==> config.mk <==
export PLATFORM = sky130hd
export DESIGN_NAME = keypad_encoder_flat
export DESIGN_NICKNAME = d
export VERILOG_FILES = /design/src/rtl/keypad_if.sv /design/src/rtl/keypad_encoder.sv /design/src/flat_wrapper.sv
export SDC_FILE = /design/constraint.sdc
export NUM_CORES = 1
export LEC_CHECK = 0
export ABC_AREA = 1
export BUFFER_PORTS_ARGS = -buffer_cell sky130_fd_sc_hd__buf_2
export CORE_ASPECT_RATIO = 0.6
export CORE_MARGIN = 3
export CORE_UTILIZATION = 60
export CTS_BUF_LIST = sky130_fd_sc_hd__clkbuf_4 sky130_fd_sc_hd__clkbuf_8
export DETAILED_ROUTE_END_ITERATION = 16
export HOLD_SLACK_MARGIN = 0.03
export PLACE_DENSITY = 0.81
export SLEW_MARGIN = 20
export SYNTH_ARGS = -nofsm -noshare
export SYNTH_HDL_FRONTEND = slang
export SYNTH_SLANG_ARGS = --single-unit
==> constraint.sdc <==
create_clock -name clk -period 2.1 [get_ports clk]
set_clock_uncertainty 0.1 [all_clocks]
set_input_delay 0.105 -clock clk [delete_from_list [all_inputs] [get_ports clk]]
set_output_delay 0.105 -clock clk [all_outputs]
set_load 0.05 [all_outputs]
==> src/rtl/keypad_if.sv <==
// Keypad encoder pin/strobe bundle: row sense in, column drive and key events out.
interface keypad_if;
    logic [3:0] rows;
    logic [3:0] col;
    logic       keystrobe;
    logic [3:0] keycode;
    logic       key_down;

    modport master (input rows, output col, keystrobe, keycode, key_down);
    modport slave  (output rows, input col, keystrobe, keycode, key_down);
endinterface

==> src/rtl/keypad_encoder.sv <==
// 4x4 matrix keypad scanner: one-hot column scan, press/release debounce,
// one keystrobe with keycode per debounced press, no auto-repeat.
module keypad_encoder #(
    parameter int SCAN_CYCLES     = 16,
    parameter int DEBOUNCE_CYCLES = 1000
) (
    input  logic     clk,
    input  logic     rst,
    keypad_if.master kp
);
    localparam int MAXC = (SCAN_CYCLES > DEBOUNCE_CYCLES) ? SCAN_CYCLES : DEBOUNCE_CYCLES;
    localparam int CW   = $clog2(MAXC + 1);
    localparam logic [CW-1:0] SCAN_LAST = CW'(SCAN_CYCLES - 1);
    localparam logic [CW-1:0] DB_LAST   = CW'(DEBOUNCE_CYCLES - 1);

    typedef enum logic [1:0] {SCAN, DEBOUNCE, STROBE, RELEASE} state_t;

    state_t        state, state_nx;
    logic [CW-1:0] cnt, cnt_nx;
    logic [1:0]    cidx, cidx_nx;
    logic [1:0]    ridx, ridx_nx;
    logic [3:0]    keycode_q, keycode_nx;
    logic [3:0]    rows_m, rows_s;
    logic [1:0]    row_low;

    function automatic logic [3:0] key_map(input logic [1:0] r, input logic [1:0] c);
        case ({r, c})
            4'h0: key_map = 4'd1;   4'h1: key_map = 4'd2;
            4'h2: key_map = 4'd3;   4'h3: key_map = 4'd10;
            4'h4: key_map = 4'd4;   4'h5: key_map = 4'd5;
            4'h6: key_map = 4'd6;   4'h7: key_map = 4'd11;
            4'h8: key_map = 4'd7;   4'h9: key_map = 4'd8;
            4'ha: key_map = 4'd9;   4'hb: key_map = 4'd12;
            4'hc: key_map = 4'd14;  4'hd: key_map = 4'd0;
            4'he: key_map = 4'd15;  default: key_map = 4'd13;
        endcase
    endfunction

    // rows is asynchronous to clk; only the second stage is ever used
    always_ff @(posedge clk or posedge rst) begin
        if (rst) begin
            rows_m <= '0;
            rows_s <= '0;
        end else begin
            rows_m <= kp.rows;
            rows_s <= rows_m;
        end
    end

    always_ff @(posedge clk or posedge rst) begin
        if (rst) begin
            state     <= SCAN;
            cnt       <= '0;
            cidx      <= '0;
            ridx      <= '0;
            keycode_q <= '0;
        end else begin
            state     <= state_nx;
            cnt       <= cnt_nx;
            cidx      <= cidx_nx;
            ridx      <= ridx_nx;
            keycode_q <= keycode_nx;
        end
    end

    // lowest active row wins when several are sensed together
    always_comb begin
        row_low = 2'd3;
        if      (rows_s[0]) row_low = 2'd0;
        else if (rows_s[1]) row_low = 2'd1;
        else if (rows_s[2]) row_low = 2'd2;
    end

    always_comb begin
        state_nx   = state;
        cnt_nx     = cnt;
        cidx_nx    = cidx;
        ridx_nx    = ridx;
        keycode_nx = keycode_q;
        case (state)
            SCAN: begin
                if (cnt == SCAN_LAST) begin
                    cnt_nx = '0;
                    if (|rows_s) begin
                        state_nx = DEBOUNCE;
                        ridx_nx  = row_low;
                    end else begin
                        cidx_nx = cidx + 2'd1;
                    end
                end else begin
                    cnt_nx = cnt + 1'b1;
                end
            end
            DEBOUNCE: begin
                if (rows_s[ridx]) begin
                    if (cnt == DB_LAST) begin
                        state_nx   = STROBE;
                        cnt_nx     = '0;
                        keycode_nx = key_map(ridx, cidx);
                    end else begin
                        cnt_nx = cnt + 1'b1;
                    end
                end else begin
                    state_nx = SCAN;
                    cnt_nx   = '0;
                    cidx_nx  = cidx + 2'd1;
                end
            end
            STROBE: begin
                state_nx = RELEASE;
                cnt_nx   = '0;
            end
            RELEASE: begin
                // count consecutive released cycles; any re-press restarts the count
                if (!rows_s[ridx]) begin
                    if (cnt == DB_LAST) begin
                        state_nx = SCAN;
                        cnt_nx   = '0;
                        cidx_nx  = cidx + 2'd1;
                    end else begin
                        cnt_nx = cnt + 1'b1;
                    end
                end else begin
                    cnt_nx = '0;
                end
            end
            default: begin
                state_nx = SCAN;
                cnt_nx   = '0;
            end
        endcase
    end

    assign kp.col       = 4'b0001 << cidx;
    assign kp.keystrobe = (state == STROBE);
    assign kp.key_down  = (state == STROBE) || (state == RELEASE);
    assign kp.keycode   = keycode_q;
endmodule

==> src/flat_wrapper.sv <==
// flat-port wrapper written by rule: the top's interface ports become plain ports
module keypad_encoder_flat 
#(
    parameter int SCAN_CYCLES     = 16,
    parameter int DEBOUNCE_CYCLES = 1000
)
  (clk, rst, kp_rows, kp_col, kp_keystrobe, kp_keycode, kp_key_down);
  keypad_if kp_i ();
  input  logic clk;
  input  logic rst;
  input wire logic [$bits(kp_i.rows)-1:0] kp_rows;
  output wire logic [$bits(kp_i.col)-1:0] kp_col;
  output wire logic [$bits(kp_i.keystrobe)-1:0] kp_keystrobe;
  output wire logic [$bits(kp_i.keycode)-1:0] kp_keycode;
  output wire logic [$bits(kp_i.key_down)-1:0] kp_key_down;
  assign kp_i.rows = kp_rows;
  assign kp_col = kp_i.col;
  assign kp_keystrobe = kp_i.keystrobe;
  assign kp_keycode = kp_i.keycode;
  assign kp_key_down = kp_i.key_down;
  keypad_encoder #(.SCAN_CYCLES(SCAN_CYCLES), .DEBOUNCE_CYCLES(DEBOUNCE_CYCLES)) u_core (.clk(clk), .rst(rst), .kp(kp_i));
endmodule
# --- Word level (Yosys, flattened, before mapping) ---
# Memories as Yosys holds them, arrays and structs flattened. A register that Yosys moved wholly into a read port is not among the register bits.
# Index checks and enable logic that the tools add are counted.
# W data, S select, Z words.
word_totals:
  register_bits: 24
  rom_bits: 64
  out_inout_bits: 10
  word_cells: 54
  n_memories: 1
mem_list:
  columns: ["name", "depth", "width", "read_ports", "rd_clocked_by_memory_dff", "write_ports", "line_no", "text"]
  rows:
  - ["(name not given)", 16, 4, 1, 1, 0, "keypad_encoder.sv:27", "case ({r, c})"]
op_classes:
  n_addsub: 2
  magnitude_cmp: 1
  n_eq_ne: 12
  shift: 1
  muxes: 23
  n_reduce_logical: 8
ops:
  columns: ["op", "n"]
  rows:
  - ["$mux W10", 4]
  - ["$pmux W10 S4", 1]
  - ["$mux W2", 13]
  - ["$add A10 B1 Y10 const B", 1]
  - ["$eq A10 B10 Y1 const B", 1]
  - ["$eq A10 B4 Y1 const B", 1]
  - ["$pmux W2 S4", 1]
  - ["$ne A2 B1 Y1 const B", 3]
  - ["$ne A2 B2 Y1 const B", 3]
  - ["$pmux W2 S3", 1]
  - ["$reduce_and A3 Y1", 2]
  - ["$reduce_and A6 Y1", 1]
  - ["$reduce_and A5 Y1", 1]
  - ["$eq A2 B2 Y1 const B", 2]
  - ["$reduce_or A4 Y1", 1]
  - ["$shl A1 B2 Y4 const A", 1]
  - ["$lt A2 B3 Y1 const B", 1]
  - ["$ne A3 B3 Y1 const B", 1]
  - ["$reduce_bool A3 Y1", 1]
  - ["$add A2 B1 Y2 const B", 1]
  - ["$bmux W1 S2", 1]
  - ["$eq A2 B1 Y1 const B", 1]
  - ["$logic_not A2 Y1", 1]
  - ["$mux W1", 2]
  - ["$logic_or A1 B1 Y1", 1]

# --- Depth between registers and ports, before layout ---
logic_depth:
  ltp_word: 4
  mapped_depth: 10
  ltp_nobuf: 10

# --- Worst setup path after synthesis ---
# No wires, ideal clock.
synth_timing:
  kind: "reg-to-reg"
  startpoint: "register u_core.cidx[0]"
  endpoint: "register u_core.keycode_q[1], in the netlist u_core.kp.keycode[1]"
  arrival_time_ns: 1.344
  required_ns: 1.880
  setup_slack_ns: 0.536
  path_stages_with_launch: 7
  n_path_buf: 0
  path_cell_list: "dfrtp_1 inv_1 ha_1 o21ai_0 o221ai_1 nand2_1 nand2_1"
synth_rtl:
  columns: ["element", "line_no", "text"]
  rows:
  - ["from (decl)", "keypad_encoder.sv:20", "logic [1:0] cidx, cidx_nx;"]
  - ["from (signal assigned)", "keypad_encoder.sv:60", "cidx <= cidx_nx;"]
  - ["to (decl)", "keypad_encoder.sv:22", "logic [3:0] keycode_q, keycode_nx;"]

# --- Final worst setup path ---
layout_timing:
  startpoint: "register u_core.ridx[0]"
  endpoint: "register u_core.cnt[4]"
layout_between:
  elab_chain_cells: 4
  word_cells_on_any_way: 5
  cone_classes: "mux (5)"
layout_lines:
  columns: ["element", "line_no", "text"]
  rows:
  - ["from (decl)", "keypad_encoder.sv:21", "logic [1:0] ridx, ridx_nx;"]
  - ["from (signal assigned)", "keypad_encoder.sv:61", "ridx <= ridx_nx;"]
  - ["$bmux W1 S2 *", "keypad_encoder.sv:95, keypad_encoder.sv:115", null]
  - ["$mux W1 (implied by the code) *", "keypad_encoder.sv:95, keypad_encoder.sv:115", null]
  - ["$mux W10 (on tied branches)", "keypad_encoder.sv:115, keypad_encoder.sv:95", null]
  - ["$pmux W10 S4 *", "keypad_encoder.sv:80", "case (state)"]
  - ["named net u_core.cnt_nx[4]", "keypad_encoder.sv:19", "logic [CW-1:0] cnt, cnt_nx;"]
  - ["to (signal assigned)", "keypad_encoder.sv:59", "cnt <= cnt_nx;"]
  - ["to (decl)", "keypad_encoder.sv:19", null]
# The timed path passes the listed nets; every way through them passes the cells marked *. The select of a mux whose other input is x is not followed.
# A chain may end at the register's enable or synchronous reset.

==> impl_metrics.ini <==
[clock_tree]
post-cts-setup-buffer-count = 0
clk_pin_slew_ns = 0.09
postCtsResizedCells = 0
root_buffer = clkbuf_8
post_cts_hold_buffer_count = 5
cts_max_path_buffers = 2
clock_latency_late_sink_ns = 0.27
cts.htree.levels = 1
clock_sinks = 28
tritoncts.num_buffers = 3
clock_tree_from_tritoncts = yes

[synthesis]
syn-mean-instance-area_sq_um = 8.47
netlist.top_cell.by_area = dfrtp_1
synthesis.nets = 194
synth-main-ff-cell = dfrtp_1
synth_seq_area_share_pct = 45.7
synthDominantCellAreaShare_pct = 45.7
synth_area_leaders = dfrtp_1 46%, nand2_1 9.6%, ha_1 5.7%
most_frequent_cell_after_synthesis = nand2_1
synth_common_cells = 39 x nand2_1, 28 x dfrtp_1, 16 x inv_1
post_synth_num_cell_types = 32
synth_area_sq_um = 1530
synth-edff-count = 0
synthCells = 181
ys_warn_count = 0
ys_ff_latch = 28
synth_async_sr_flop_share_pct = 100

[timing]
fmaxAchievable_mhz = 587
max-slew-margin-rel_pct = 74.4
drv_slew = 0
min_period_ns = 1.70
hold_ws_ns = 0.252
report.final.hold_viol_count = 0
setup_viol = 0
worst_slew_pin_slew_ns = 0.385
rsz0062_at_grt = false
timing.final.crit_share_pct = 81.2
tns_ns = 0

[route]
detail_route.wirelength_um = 3070
routed-via-count = 1261
wire_per_inst_um = 13.2
drtIter0Drc = 80
drc_violation_count_after_routing = 0
viasPerCell = 5.44
drt.antenna.violating_nets = 0
firstDrtPassIters = 4

[worst_setup_path]
worstPathArrival_ns = 1.80
critical_path.endpoint_type = flop
worstSetupPathType = flop to flop
cp_data_required_time_ns = 2.19
launch_point_of_the_worst_path = u_core.ridx[0]$_DFFE_PP0P_
cp_max_fo = 10
worst_r2r_startpoint = u_core.ridx[0]$_DFFE_PP0P_
crit_path_start_kind = flop

[layout]
design.final.nets = 217
antennaDiodeCount = 0
filler_instances = 168
drive_above_1_share_pct = 21.3
layout.area.seq_sq_um = 701
flow.area_growth_from_synthesis_pct = 12.5
multiInputGateArea_sq_um = 734

[die]
core_sq_um = 2290
io_pins = 16
initial_cell_density_of_the_core_pct = 66.8
die_y_um = 45.2
die_area_sq_um = 3220
placement_rows = 13
die_width_um = 71.3

[power_and_ir_drop]
leakage_nw = 0.838
power-per-cell-area_nw_per_um2 = 1160
power.ir.vdd_worst_mv = 0.822

[run_status]
outcome = finished, final reports clean

[global_route]
grt_antenna_before_repair = 0
grt_first_pass_wirelength_um = 5130
grt.total_usage_pct = 21.0
via_count_of_the_first_global_routing_pass = 1117
overflow_after_grt = 0
grt_start_max_net_pins = 29

[min_path]
worst_hold_startpoint = u_core.rows_m[1]$_DFF_PP0_
min_path_type = flop to flop

[placement]
port-buffer-count = 15
dpl.hpwl_um = 2310
gpl_congestion = 0.928

[flow_run]
maxCapViolCount = 0
==> cells in the final DEF, fill, tap and decap left out, types with 2 or more instances in the layout <==
master / synthesis / layout
nand2_1: 39 / 39
dlygate4sd3_1: 0 / 5
a21oi_1: 13 / 13
dfrtp_1: 28 / 28
nand2_2: 7 / 7
clkbuf_8: 0 / 3
nand3_1: 14 / 14
xor2_1: 5 / 5
o21ai_0: 6 / 6
buf_2: 1 / 15
nor2_2: 5 / 5
nor2_1: 12 / 12
ha_1: 7 / 7
nand4_1: 2 / 2
nor2_4: 3 / 3
inv_1: 16 / 16
inv_2: 3 / 3
nor3_1: 2 / 2
o21ai_1: 3 / 3
==> path summary, 6_finish.rpt <==
| check | cells after the start | to | slack, ns |
|---|---|---|---|
| max | 8 | u_core.cnt[4]$_DFF_PP0_ | 0.40 |
| min | 0 | u_core.rows_s[1]$_DFF_PP0_ | 0.25 |
| max reg2reg | 8 | u_core.cnt[4]$_DFF_PP0_ | 0.40 |
| min reg2reg | 0 | u_core.rows_s[1]$_DFF_PP0_ | 0.25 |
| max in group asynchronous | 4 | u_core.cnt[9]$_DFF_PP0_ | 1.31 |
| min in group asynchronous | 4 | u_core.cnt[8]$_DFF_PP0_ | 0.33 |
==> layout make-up <==
class | count | share of cell area [%]
repair buffers | 21 | 7.69
flip-flops and latches | 28 | 40.6
clock buffers | 3 | 2.39
inverters | 20 | 4.50
well taps | 30 | 2.18
multi-input cells | 130 | 42.6
==> metrics by stage <==
stage	total power, mW	worst slack, ns	std cells	instance area [sq um]	utilization, %
after floorplan	1.53	0.536	181	1530	-
after global placement	1.67	0.492	224	1630	71.2
after detailed placement	1.70	0.440	224	1630	71.2
after CTS	1.99	0.416	232	1720	75.2
after global routing	2.14	0.291	232	1720	75.2
final	1.99	0.395	232	1720	75.2
==> power breakdown <==
| part | switching, mW | internal, mW | total (mW) |
|---|---|---|---|
| Combinational | 0.644 | 0.276 | 0.920 |
| Clock | 0.150 | 0.129 | 0.279 |
| Sequential | 0.153 | 0.641 | 0.794 |
| Total | 0.948 | 1.05 | 1.99 |
==> kinds of logic after synthesis <==
logic type               after synthesis  synth area share [%]
adder cells (fa/ha/maj)                7                  5.71
AND/OR/NAND/NOR                       88                  28.2
flip-flops                            28                  45.7
buffers and inverters                 23                  6.37
AO/OA/AOI/OAI                         29                  10.6
XOR/XNOR                               6                  3.43
==> worst max-delay path, cell delays in order, from the launching register on <==
cell and delay, ns:
dfrtp_1 0.58, inv_4 0.08, nand2_1 0.09, nand2_1 0.06, nand2_1 0.07, nand2_2 0.10, o21ai_2 0.17, nand2_2 0.17
a21oi_1 0.20
==> state kept, by name, indices dropped and copies added (netlist names), named ones only <==
| name | cells |
|---|---|
| u_core.cnt | 10 |
| u_core.rows_s | 4 |
| u_core.kp.keycode | 4 |
| u_core.ridx | 2 |
| u_core.rows_m | 4 |
| u_core.cidx | 2 |
| u_core.state | 1 |
==> metal layers <==
layer	part of all wire, %	track usage, %	vias up
li1	-	-	631
met1	51	31.2	586
met2	42	31.2	42
met3	6.1	5.33	2
met4	0.55	4.49	0
met5	0	0	-
No activity file was read; power rests on OpenSTA's default activity.
